## src/rtl/mem_port_arbiter_pkg.sv

```systemverilog
// Shared definitions for the instruction-fetch / load-store memory arbiter.
package mem_port_arbiter_pkg;

  localparam int XLEN = 32;

  // Arbiter state encoding, kept as plain constants for legacy tooling.
  localparam logic [1:0] ST_IDLE   = 2'd0;
  localparam logic [1:0] ST_BUSY_D = 2'd1;
  localparam logic [1:0] ST_BUSY_I = 2'd2;

  // Which requester currently owns the memory transaction.
  typedef enum logic [1:0] {
    OWN_NONE  = 2'd0,
    OWN_DATA  = 2'd1,
    OWN_FETCH = 2'd2
  } owner_t;

  // Watchdog counter width: enough to hold TIMEOUT, never narrower than 1 bit.
  function automatic int timer_width(input int timeout);
    if (timeout < 1) return 1;
    return $clog2(timeout + 1);
  endfunction

endpackage

```

## src/rtl/mem_port_arbiter_bus_timer.sv

```systemverilog
// Saturating bus watchdog counter. Cleared while the bus is idle, counts
// busy cycles without acknowledge, flags the last permitted cycle.
module bus_timer
  import mem_port_arbiter_pkg::*;
#(
  parameter int TIMEOUT = 16
) (
  input  logic clk,
  input  logic reset,
  input  logic clear,
  input  logic enable,
  output logic expired
);

  localparam int              TW   = timer_width(TIMEOUT);
  localparam logic [TW-1:0]   LAST = (TIMEOUT > 0) ? TW'(TIMEOUT - 1) : '0;
  localparam logic [TW-1:0]   SAT  = '1;

  logic [TW-1:0] r_count;

  // Count busy cycles; hold at all-ones so the value can never wrap to 0.
  always_ff @(posedge clk or posedge reset) begin
    if (reset) begin
      r_count <= '0;
    end else if (clear) begin
      r_count <= '0;
    end else if (enable && (r_count != SAT)) begin
      r_count <= r_count + TW'(1);
    end
  end

  // A TIMEOUT of zero disables the watchdog entirely.
  assign expired = (TIMEOUT != 0) && (r_count == LAST);

endmodule

```

## src/rtl/mem_port_arbiter.sv

```systemverilog
// Fixed-priority arbiter sharing one single-port memory between the fetch
// port and the load/store port (data wins), with a registered memory
// handshake, a stall output to the core and a bus-timeout watchdog.
module mem_port_arbiter
  import mem_port_arbiter_pkg::*;
#(
  parameter int XLEN_P  = XLEN,
  parameter int TIMEOUT = 16
) (
  input  logic              clk,
  input  logic              reset,
  input  logic              if_req,
  input  logic [XLEN_P-1:0] if_addr,
  output logic [XLEN_P-1:0] if_rdata,
  output logic              if_valid,
  input  logic              d_req,
  input  logic              d_we,
  input  logic [XLEN_P-1:0] d_addr,
  input  logic [XLEN_P-1:0] d_wdata,
  output logic [XLEN_P-1:0] d_rdata,
  output logic              d_valid,
  output logic              mem_req,
  output logic              mem_we,
  output logic [XLEN_P-1:0] mem_addr,
  output logic [XLEN_P-1:0] mem_wdata,
  input  logic              mem_ack,
  input  logic [XLEN_P-1:0] mem_rdata,
  output logic              stall,
  output logic              bus_err
);

  logic [1:0]        r_state;
  owner_t            r_owner;
  logic              r_mem_req;
  logic              r_mem_we;
  logic [XLEN_P-1:0] r_mem_addr;
  logic [XLEN_P-1:0] r_mem_wdata;
  logic [XLEN_P-1:0] r_if_rdata;
  logic [XLEN_P-1:0] r_d_rdata;
  logic              r_if_valid;
  logic              r_d_valid;
  logic              r_bus_err;

  logic w_busy;
  logic w_expired;

  assign w_busy = (r_state != ST_IDLE);

  bus_timer #(
    .TIMEOUT (TIMEOUT)
  ) u_bus_timer (
    .clk     (clk),
    .reset   (reset),
    .clear   (~w_busy),
    .enable  (w_busy & ~mem_ack),
    .expired (w_expired)
  );

  // Arbitrate in IDLE, hold the request while busy, finish on ack or abort.
  // NOTE: every register here is written with <= so all updates in this block
  // see the pre-edge values of each other, exactly like the flops they become.
  always_ff @(posedge clk or posedge reset) begin
    if (reset) begin
      r_state     <= ST_IDLE;
      r_owner     <= OWN_NONE;
      r_mem_req   <= 1'b0;
      r_mem_we    <= 1'b0;
      r_mem_addr  <= '0;
      r_mem_wdata <= '0;
      r_if_rdata  <= '0;
      r_d_rdata   <= '0;
      r_if_valid  <= 1'b0;
      r_d_valid   <= 1'b0;
      r_bus_err   <= 1'b0;
    end else begin
      // Completion strobes are single-cycle pulses by default.
      r_if_valid <= 1'b0;
      r_d_valid  <= 1'b0;
      r_bus_err  <= 1'b0;
      if (!w_busy) begin
        // A stray mem_ack while idle falls through here and is ignored.
        if (d_req) begin
          r_state     <= ST_BUSY_D;
          r_owner     <= OWN_DATA;
          r_mem_req   <= 1'b1;
          r_mem_we    <= d_we;
          r_mem_addr  <= d_addr;
          r_mem_wdata <= d_wdata;
        end else if (if_req) begin
          r_state     <= ST_BUSY_I;
          r_owner     <= OWN_FETCH;
          r_mem_req   <= 1'b1;
          r_mem_we    <= 1'b0;
          r_mem_addr  <= if_addr;
          r_mem_wdata <= '0;
        end
      end else if (mem_ack || w_expired) begin
        // Ack takes precedence over an expiry landing on the same edge.
        r_state   <= ST_IDLE;
        r_owner   <= OWN_NONE;
        r_mem_req <= 1'b0;
        r_bus_err <= ~mem_ack;
        if (r_owner == OWN_DATA) begin
          r_d_valid <= 1'b1;
          if (!r_mem_we) begin
            r_d_rdata <= mem_ack ? mem_rdata : '0;
          end
        end else begin
          r_if_valid <= 1'b1;
          r_if_rdata <= mem_ack ? mem_rdata : '0;
        end
      end
    end
  end

  assign if_rdata  = r_if_rdata;
  assign if_valid  = r_if_valid;
  assign d_rdata   = r_d_rdata;
  assign d_valid   = r_d_valid;
  assign mem_req   = r_mem_req;
  assign mem_we    = r_mem_we;
  assign mem_addr  = r_mem_addr;
  assign mem_wdata = r_mem_wdata;
  assign bus_err   = r_bus_err;

  // Stall while a request is pending and not yet answered; forced low during
  // reset so every output is 0 as soon as reset asserts.
  assign stall = ~reset & ((d_req & ~r_d_valid) | (if_req & ~r_if_valid));

endmodule

```

## config.mk

```make
export PLATFORM = sky130hd
export DESIGN_NAME = mem_port_arbiter
export DESIGN_NICKNAME = d
export VERILOG_FILES = /design/src/rtl/mem_port_arbiter_pkg.sv /design/src/rtl/mem_port_arbiter_bus_timer.sv /design/src/rtl/mem_port_arbiter.sv
export SDC_FILE = /design/constraint.sdc
export NUM_CORES = 1
export LEC_CHECK = 0
export ABC_CLOCK_PERIOD_IN_PS = 5600
export CAP_MARGIN = 20
export CORE_ASPECT_RATIO = 1.75
export CORE_MARGIN = 5
export CORE_UTILIZATION = 37
export CTS_CLUSTER_SIZE = 10
export DETAILED_ROUTE_END_ITERATION = 10
export PLACE_DENSITY_LB_ADDON = 0.25
export SLEW_MARGIN = 20
export SYNTH_ARGS = -nofsm -noshare
export SYNTH_HDL_FRONTEND = slang
export SYNTH_HIERARCHICAL = 1
export SYNTH_SLANG_ARGS = --single-unit
```

## constraint.sdc

```tcl
create_clock -name clk -period 5.6 [get_ports clk]
set_input_delay 1.4 -clock clk [delete_from_list [all_inputs] [get_ports clk]]
set_output_delay 1.4 -clock clk [all_outputs]
set_load 0.01 [all_outputs]
```

Word level (Yosys, flattened, before mapping). Cells that the tools add are included. W data, S select, Z words.

Add/subtract/negate cells: 1. Multipliers: 0. Shift operators: 0. Order comparisons: 0. Equality and inequality tests: 5. Bitwise logic cells: 12. Divide/modulo/power cells: 0. Reduce and logical (&&, ||, !) cells: 9. Mux-type cells: 25.

Operator list (number): $mux W32 (5); $mux W1 (14); $mux W5 (2); $mux W2 (4); $not A1 Y1 (7); $add A5 B1 Y5 const B (1); $eq A5 B4 Y1 const B (1); $ne A5 B5 Y1 const B (1); $and A1 B1 Y1 (4); $ne A2 B1 Y1 const B (2); $reduce_and A2 Y1 (2); $reduce_and A4 Y1 (1); $reduce_bool A2 Y1 (2); $reduce_and A3 Y1 (1); $reduce_bool A3 Y1 (1); $eq A2 B1 Y1 const B (1); $logic_and A1 B1 Y1 (1); $logic_or A1 B1 Y1 (1); $or A1 B1 Y1 (1).

Memories: 0. Flip-flop bits (word level): 140. Output and inout port bits: 134. Bits in writable memories: 0. Bits of input ports: 134. Word-level logic and storage cells: 63. Bits in latches: 0. Memory bits (read-only): 0.

Depth between registers and ports, before layout.
Depth after elaboration: 5. Mapped depth: 7. Mapped depth without buffers: 6.

Hierarchy. Netlist, hierarchy kept.

Modules (own cells, without submodules): mem_port_arbiter (cells an instance 400, instances 1, area an instance 5529.1 sq um, seq. area each 3378.2 sq um); bus_timer (cells an instance 25, instances 1, area an instance 276.5 sq um, seq. area each 125.1 sq um).

Worst setup path after synthesis. Ideal clock, no wire load.

Path kind: input port to output port. From: in reset. To: out stall. Required time: 4.200 ns. Path buffers: 0. Data arrival time: 4.636 ns. Cell stages on the path: 2. Slack: -0.436 ns. Cell sequence: inv_1 > and2_1.

Longest elaborated chain between the ends: 2.

Ends and longest elaborated chain: start: declaration (RTL line mem_port_arbiter.sv:11) `input logic reset,`; $not A1 Y1 (RTL line mem_port_arbiter.sv:128) `assign stall = ~reset & ((d_req & ~r_d_valid) | (if_req & ~r_if_valid));`; $and A1 B1 Y1 (RTL line mem_port_arbiter.sv:128); end: declaration (RTL line mem_port_arbiter.sv:28) `output logic stall,`.

No other way between the ends.

Worst setup path after layout.
From: in if_req. To: out stall.

Longest elaborated chain between the ends: 3.

Ends and longest elaborated chain: start: declaration (RTL line mem_port_arbiter.sv:12) `input logic if_req,`; $and A1 B1 Y1 (RTL line mem_port_arbiter.sv:128); $or A1 B1 Y1 (RTL line mem_port_arbiter.sv:128); $and A1 B1 Y1 (RTL line mem_port_arbiter.sv:128).

No other way between the ends.

==> flow_metrics.py <==
metrics = {
    "outcome": {
        "status": "finished clean",
    },
    "sta": {
        "clock_skew_ns": 0.0125,
        "hold_violations": 0,
        "rsz0062_at_grt": "no",
        "drv_slew": 0,
        "max-slew-margin-rel_pct": 36.7,
        "min_period_ns": 4.26,
        "fmax_mhz": 235,
        "fin_hold_ws_ns": 0.492,
        "finalSetupViolations": 0,
        "tightest_slew_ns": 0.949,
        "fin_setup_tns_ns": 0,
        "timing.final.crit_share_pct": 76.1,
    },
    "logic_synthesis": {
        "synth_edf_count": 0,
        "avgSynthCellArea_um2": 13.7,
        "synth_warnings": 6,
        "yosysTopAreaCell": "dfrtp_1",
        "ys_ff_latch": 140,
        "yosysMostFrequentCell": "dfrtp_1",
        "synth_flop_cell": "dfrtp_1",
        "yosysTopAreaCellShare_pct": 60.3,
        "netlist_instances": 425,
        "synth_area_um2": 5810,
        "yosysUniqueCellTypes": 33,
        "ys_seq_area_share_pct": 60.3,
        "async_reset_ff_share_pct": 100,
        "synth_common_cells": "dfrtp_1, mux2_2, a22o_1",
        "synthesis.nets": 562,
        "synth_area_leaders": "dfrtp_1, mux2_2, a22o_1",
    },
    "global_routing": {
        "antenna_found_initial": 0,
        "grt_pass1_wl_um": 26800,
        "grt_pass1_vias": 5032,
        "track_usage_pct": 18.2,
        "grt_start_max_net_pins": 77,
        "grt-ovfl-total": 0,
    },
    "cells_and_area": {
        "drive_gt1_share_pct": 17.5,
        "antennaDiodeCount": 0,
        "layout.nets": 827,
        "area_delta_synth_final_pct": 59.2,
    },
    "clock_network": {
        "ctsHtreeMaxLevel": 4,
        "postCtsSetupBuffers": 0,
        "cts_resized": 0,
        "cts-root-buf": "clkbuf_16",
        "path_clk_slew_ns": 0.06,
        "cts_buffer_depth": 2,
        "cts-buffers-inserted": 17,
        "hold_buffers": 0,
        "clock_sinks": 140,
        "cts_tree": "done",
        "clock_latency_ns": 0.42,
    },
    "routing": {
        "routedWlPerCell_um": 18.7,
        "drt_iter0_drc": 144,
        "drt-pass1-iter-count": 4,
        "drc_errors": 0,
        "routed_wl_um": 16600,
        "vias_per_cell": 5.08,
        "postRouteAntennaNets": 0,
        "routed-via-count": 4520,
    },
    "die": {
        "die-area_um2": 18400,
        "die_x_um": 105,
        "coreArea_um2": 15400,
        "fp-row-count": 60,
        "fp.dieH_um": 176,
        "start_util_pct": 37.7,
        "ios": 268,
    },
    "setup_path": {
        "r2r-start": "u_bus_timer/r_count[0]$_DFFE_PP0P_",
        "critPathArrivalTime_ns": 2.86,
        "path_max_fanout": 2,
        "critPathSlowestCell": "clkdlybuf4s50_1",
        "cpLargestDelayFamily": "buffers and inverters",
        "crit_type": "input pin to primary output",
        "crit_buf_inv": 3,
        "cpMostUsedCell": "clkdlybuf4s50_1",
        "path_cells": "clkdlybuf4s50_1 -> inv_1 -> o22ai_1 -> and2_1 -> clkdlybuf4s50_1",
        "worstSetupStartpoint": "if_req",
        "slowest_delay_ns": 0.57,
        "r2r_slack_ns": 3.26,
        "required_ns": 4.20,
        "worstSetupStartpointType": "input pin",
        "cp-end-kind": "primary output",
    },
    "placed_design": {
        "place_hpwl_um": 12200,
        "routabilityCongestion": 0.806,
        "portBuffers": 267,
    },
    "flow_run": {
        "max_cap_violations": 0,
    },
    "hold_path": {
        "hold_start": "if_rdata[17]$_DFFE_PP0P_",
        "hp-class": "flop to flop",
    },
    "pwr": {
        "power_density_nw_per_um2": 474,
        "vdd_drop_max_v": 0.000220,
        "finalPower_w": 0.00438,
        "p_leak_nw": 3.98,
    },
}
==> per-layer routing <==
metal	GRT usage, %	vias up	routed length (um)
met2	30.7	237	8290
met1	20.6	2206	6300
li1	-	2051	-
met4	7.04	0	357
met3	7.17	26	1660
met5	0	-	0
==> state kept, by name, summed over array words and instances (netlist names) <==
signal / cells
bus_err: 1
d_rdata: 32
d_valid: 1
if_rdata: 32
if_valid: 1
mem_addr: 32
mem_req: 1
mem_wdata: 32
mem_we: 1
r_owner: 2
u_bus_timer/r_count: 5
==> cell type report <==
| type | instances | area [um2] |
|---|---|---|
| timing repair buffer | 276 | 2730 |
| clock inverter | 13 | 154 |
| sequential | 140 | 3500 |
| clock buffer | 19 | 443 |
| tap | 186 | 233 |
| fill | 1201 | 6140 |
| multi-input combinational | 227 | 2070 |
| inverter | 28 | 109 |
==> worst register-to-register path: cells and delay by family, from the launching register on <==
family | cells | cell delay [ns]
simple gates | 3 | 0.53
mux | 1 | 0.43
buf+inv | 1 | 0.49
fa+ha+maj | 2 | 0.39
flops | 1 | 0.38
==> worst paths after layout <==
| path | cells after the start | endpoint |
|---|---|---|
| max in group asynchronous | 4 | d_rdata[17]$_DFFE_PP0P_ |
| setup / recovery | 5 | stall |
| min in group asynchronous | 2 | u_bus_timer/r_count[1]$_DFFE_PP0P_ |
| hold reg to reg | 1 | if_rdata[17]$_DFFE_PP0P_ |
| setup reg to reg | 7 | d_rdata[24]$_DFFE_PP0P_ |
| hold / removal | 1 | if_rdata[17]$_DFFE_PP0P_ |
==> logic make-up after synthesis <==
kind of cell	after synthesis	share of synthesized area (%)
DFF	140	60.3
muxes	98	18.5
AOI/OAI and AO/OA	72	11.1
buffers and inverters	58	4.25
and+or+nand+nor	52	4.83
adders and majority gates	3	0.647
xor gates and xnor gates	2	0.302
==> report_power, final <==
group / switching, W / internal [W]
registers: 0.000220 / 0.00139
logic: 0.000636 / 0.00100
clock network: 0.000457 / 0.000679
==> cells in the final DEF, fill, tap and decap left out, drive strengths merged, types with 2 or more instances in the layout <==
master	instances
nand2	24
bufinv	2
o21ai	3
nor2	8
inv	33
a32o	22
clkbuf	19
clkdlybuf4s50	265
mux2i	23
ha	3
clkinv	3
clkinvlp	3
mux2	75
a22o	43
and2	12
buf	11
dfrtp	140
==> per-stage QoR <==
stage                     utilization (%)  cells  worst slack [ns]  cell area [um2]
final                                60.1    889              1.34             9250
after global routing                 60.1    889              1.24             9250
after CTS                            60.1    889              1.32             9250
after detailed placement             56.2    857              1.34             8650
after global placement               56.2    857              1.31             8650
after floorplan                         -    425             0.394             5810
Power figures use the tool's default switching activity.
==> RTL change 1: new RTL, same flow settings <==
Put one more register stage on the output `bus_err`, with the module's reset. The value now appears one clock later. The other outputs are not delayed to match.
--- a/src/rtl/mem_port_arbiter.sv
+++ b/src/rtl/mem_port_arbiter.sv
@@ -122,5 +122,11 @@
   assign mem_addr  = r_mem_addr;
   assign mem_wdata = r_mem_wdata;
-  assign bus_err   = r_bus_err;
+  always_ff @(posedge clk or posedge reset) begin
+    if (reset) begin
+      bus_err <= '0;
+    end else begin
+      bus_err <= r_bus_err;
+    end
+  end
 
   // Stall while a request is pending and not yet answered; forced low during
Check against the original RTL: same outputs for any inputs over 4 cycles, from zero or initial values and one cycle with reset high; that may be too few to reach the edited logic, so the function may still have changed.
==> RTL change 1 against the unedited design <==
- area after synthesis up 0.43%
- hold slack lost 140 ps
- global-route usage down 0.48 points
- power fell by 0.85%
- synthesized cell count increased by 0.24%
- fmax down 0.47%
- register-to-register slack got worse by 20 ps
- sequential power hardly changed
- worst setup slack got worse by 20 ps
- final area rose by 0.11%
- die area up 0.40%
- wire length is 0.21% lower
- sequential cell count grew 1
- critical path type unchanged
- largest cell class unchanged
==> RTL change 1: results <==
set metrics [dict create \
    ys_seq_area_frac 0.605 \
    clkTransAtPathRegs_ps 60 \
    place_hpwl_um 12200 \
    arrival_ps 2880 \
    wl_per_cell_um 18.6 \
    gp_congestion 0.745 \
    synth_fp_nets 563 \
    clock_latency_ps 410 \
    status "finished, final reports clean" \
    cts.repair.resized 0 \
    vias_per_cell 5.05 \
    first_global_vias 5034 \
    reg2reg_to "d_rdata[31]$_DFFE_PP0P_" \
    synthCells 426 \
    power.leakage_nw 3.97 \
    rr_worst_depth 7 \
    drive_above_1_share 0.171 \
    setup_violations 0 \
    io_buffers 267 \
    drt_iter0_drc 145 \
    peakVddDrop_mv 0.223 \
    clockBufferDepth 2 \
    synth.top_cells.by_count "dfrtp_1 (141), mux2_2 (74), a22o_1 (43)" \
    cpMaxStageDelayCell "clkdlybuf4s50_1" \
    diodes 0 \
    firstDrtPassIters 4 \
    ys_async_sr_fraction 1.00 \
    synth_area_leaders "dfrtp_1 (61%), mux2_2 (14%), a22o_1 (6.5%), mux2i_1 (3.9%), a32o_1 (3.8%)" \
    ctsRootBufferMaster "clkbuf_16" \
    htreeDepth 4 \
    cts_setup_buffers 0 \
    max_stage_delay_ps 560 \
    min_path_cells 0 \
    grt_max_degree 83 \
    slew_headroom 0.504 \
    instances_no_fill 889 \
    grt_first_pass_wirelength_um 26100 \
    hp-start "r_bus_err$_DFF_PP0_" \
    antenna_found_initial 0 \
    path_max_fanout 2 \
    holdCritPathClass "flop to flop" \
    netlist-cell-type-count 33 \
    placed_cells 858 \
    worst_hold_path.endpoint "bus_err$_DFF_PP0_" \
    final_nets 828 \
    numCtsBuffers 17 \
    p_int_w 0.00306 \
    r2r_slack_ps 3240 \
    r2r_start "u_bus_timer/r_count[0]$_DFFE_PP0P_" \
    fin_worst_skew_ps 9.70 \
    grt_usage 0.177 \
]
RTL change 1: stage by stage:
step                      utilization  hold WS [ps]  total power (W)  setup WS (ps)  instance area, um2
after floorplan                     -           331          0.00228            378                5830
after global placement          0.561           336          0.00324           1290                8680
after detailed placement        0.561           338          0.00330           1310                8680
after CTS                       0.598           356          0.00442           1300                9250
after global routing            0.598           363          0.00458           1240                9260
final                           0.598           353          0.00434           1320                9260
RTL change 1: worst max path at each step:
| stage | from | end | cells past startpoint |
|---|---|---|---|
| after floorplan | reset | stall | 2 |
| after global placement | d_req | stall | 5 |
| after detailed placement | d_req | stall | 5 |
| after CTS | d_req | stall | 5 |
| after global routing | d_req | stall | 5 |
| final | d_req | stall | 5 |
RTL change 1: cells by family after synthesis:
group	Yosys count	share of synthesized area
xor+xnor	2	0.00300
flops	141	0.605
buf+inv	58	0.0423
compound gates	72	0.111
mux	98	0.184
fa+ha+maj	3	0.00644
simple gates	52	0.0481
RTL change 1: layout make-up:
class,count,area (um2)
fillers,1288,6210
flip-flops and latches,141,3530
repair buffers,276,2740
multi-input cells,227,2070
clock buffers,19,433
well taps,186,233
clock inverters,12,140
inverters,28,109
RTL change 1: critical path: cells and delay by family:
| family | cells | cell delay [ps] |
|---|---|---|
| buffers and inverters | 3 | 1170 |
| AO/OA/AOI/OAI | 1 | 170 |
| AND/OR/NAND/NOR | 1 | 140 |
RTL change 1: power groups by stage:
stage	registers (W)	logic [W]	clock network, W
6_report	0.00161	0.00164	0.00109
5_1_grt	0.00166	0.00175	0.00116
4_1_cts	0.00162	0.00168	0.00112
3_5_place_dp	0.00163	0.00167	0
3_3_place_gp	0.00161	0.00163	0
2_1_floorplan	0.00177	0.000503	0
RTL change 1: layer usage:
metal / GRT usage / share of wire / vias up
met2: 0.300 / 0.50 / 219
met4: 0.0661 / 0.020 / 0
met5: 0 / 0 / -
met3: 0.0659 / 0.094 / 19
met1: 0.202 / 0.39 / 2201
li1: - / - / 2051
==> RTL change 2: new RTL, same flow settings <==
Without the edit above. `XLEN`: 32 -> 64.
--- a/src/rtl/mem_port_arbiter_pkg.sv
+++ b/src/rtl/mem_port_arbiter_pkg.sv
@@ -2,5 +2,5 @@
 package mem_port_arbiter_pkg;
 
-  localparam int XLEN = 32;
+  localparam int XLEN = 64;
 
   // Arbiter state encoding, kept as plain constants for legacy tooling.
Ports: changed (8 resized); port bits go from 268 to 524. No check against the original RTL was run, so the function may have changed too.
==> RTL change 2 against the unedited design <==
- clock skew is 1.8 ps higher
- global-route usage increased by 3.4 points
- fmax down 0.83%
- final area is 89% higher
- worst setup slack got worse by 36 ps
- hold slack got worse by 5.5 ps
- sequential cell count increased by 128
- synthesized cell count increased by 87%
- register-to-register slack worse by 340 ps
- power grew 86%
- area after synthesis rose by 94%
- wire length rose by 130%
- critical path depth unchanged
==> RTL change 2: results <==
set metrics [dict create \
    status "finished, final reports clean" \
    final_nets 1566 \
    reg2reg_to "if_rdata[4]$_DFFE_PP0P_" \
    grt_max_degree 184 \
    antenna_found_initial 2 \
    htreeDepth 1 \
    worst_hold_path.endpoint "if_rdata[54]$_DFFE_PP0P_" \
    synth_fp_nets 1061 \
    synth.top_cells.by_count "dfrtp_1 (268), mux2_2 (113), a22o_1 (88)" \
    place_hpwl_um 28700 \
    synth_area_leaders "dfrtp_1 (60%), mux2_2 (11%), a22o_1 (6.9%), mux2_4 (3.9%), mux2i_1 (3.7%)" \
    placed_cells 1655 \
    clockBufferDepth 3 \
    io_buffers 523 \
    hp-start "if_rdata[54]$_DFFE_PP0P_" \
    power.leakage_nw 7.47 \
    wl_per_cell_um 23.0 \
    firstDrtPassIters 5 \
    grt_usage 0.215 \
    num_vias 8525 \
    drt_iter0_drc 357 \
    place_area_um2 16700 \
    gp_congestion 0.857 \
    fin_worst_skew_ps 14.3 \
    dp_slack_ps 1300 \
]
-- RTL change 2: cell count changes after synthesis, sizes merged, moves of 25 or more --
cell   unedited run  this run
mux2             75       152
dfrtp           140       268
buf              22        47
a22o             43        88
-- RTL change 2: area by class of cell --
cell class | count | area, um2
multi-input combinational | 419 | 4000
fill | 2548 | 12500
inverter | 47 | 180
clock buffer | 34 | 787
sequential | 268 | 6710
tap | 387 | 484
timing repair buffer | 535 | 5350
antenna | 2 | 5.00
-- RTL change 2: stage by stage --
stage	hold slack [ps]	util
detailed placement	480	0.555
finish	486	0.583
floorplan	513	-
global placement	473	0.555
CTS	492	0.581
global route	504	0.583
-- RTL change 2: worst max path at each step --
stage | start | to | slack [ps]
after floorplan | reset | stall | -1600
after global placement | if_req | stall | 1280
after detailed placement | if_req | stall | 1300
after CTS | if_req | stall | 1290
after global routing | if_req | stall | 1250
final | if_req | stall | 1300
-- RTL change 2: critical path, delay by kind of cell --
family | cells | cell delay (ps)
buf+inv | 3 | 1170
simple gates | 1 | 210
compound gates | 1 | 120
-- RTL change 2: layer usage --
metal | global-route usage | up-vias | share of wire
met3 | 0.0666 | 60 | 0.092
li1 | - | 3854 | -
met4 | 0.0704 | 0 | 0.030
met5 | 0 | - | 0
met1 | 0.238 | 4239 | 0.35
met2 | 0.392 | 372 | 0.53
-- RTL change 2: cell families (layout without fill, tap and decap cells) --
group           Yosys count  count (layout)  synth area share
mux                     194             194             0.199
flops                   268             268             0.596
other cells               0               2                 0
compound gates          136             136             0.109
xor+xnor                  2               2           0.00156
buf+inv                 109             616            0.0504
simple gates             84              84            0.0396
fa+ha+maj                 3               3           0.00334
-- RTL change 2: power by group through the flow --
| stage | logic [W] | clock network, W | registers, W |
|---|---|---|---|
| after floorplan | 0.00105 | 0 | 0.00342 |
| after global placement | 0.00342 | 0 | 0.00307 |
| after detailed placement | 0.00345 | 0 | 0.00309 |
| after CTS | 0.00346 | 0.00175 | 0.00307 |
| after global routing | 0.00360 | 0.00182 | 0.00317 |
| final | 0.00341 | 0.00169 | 0.00307 |
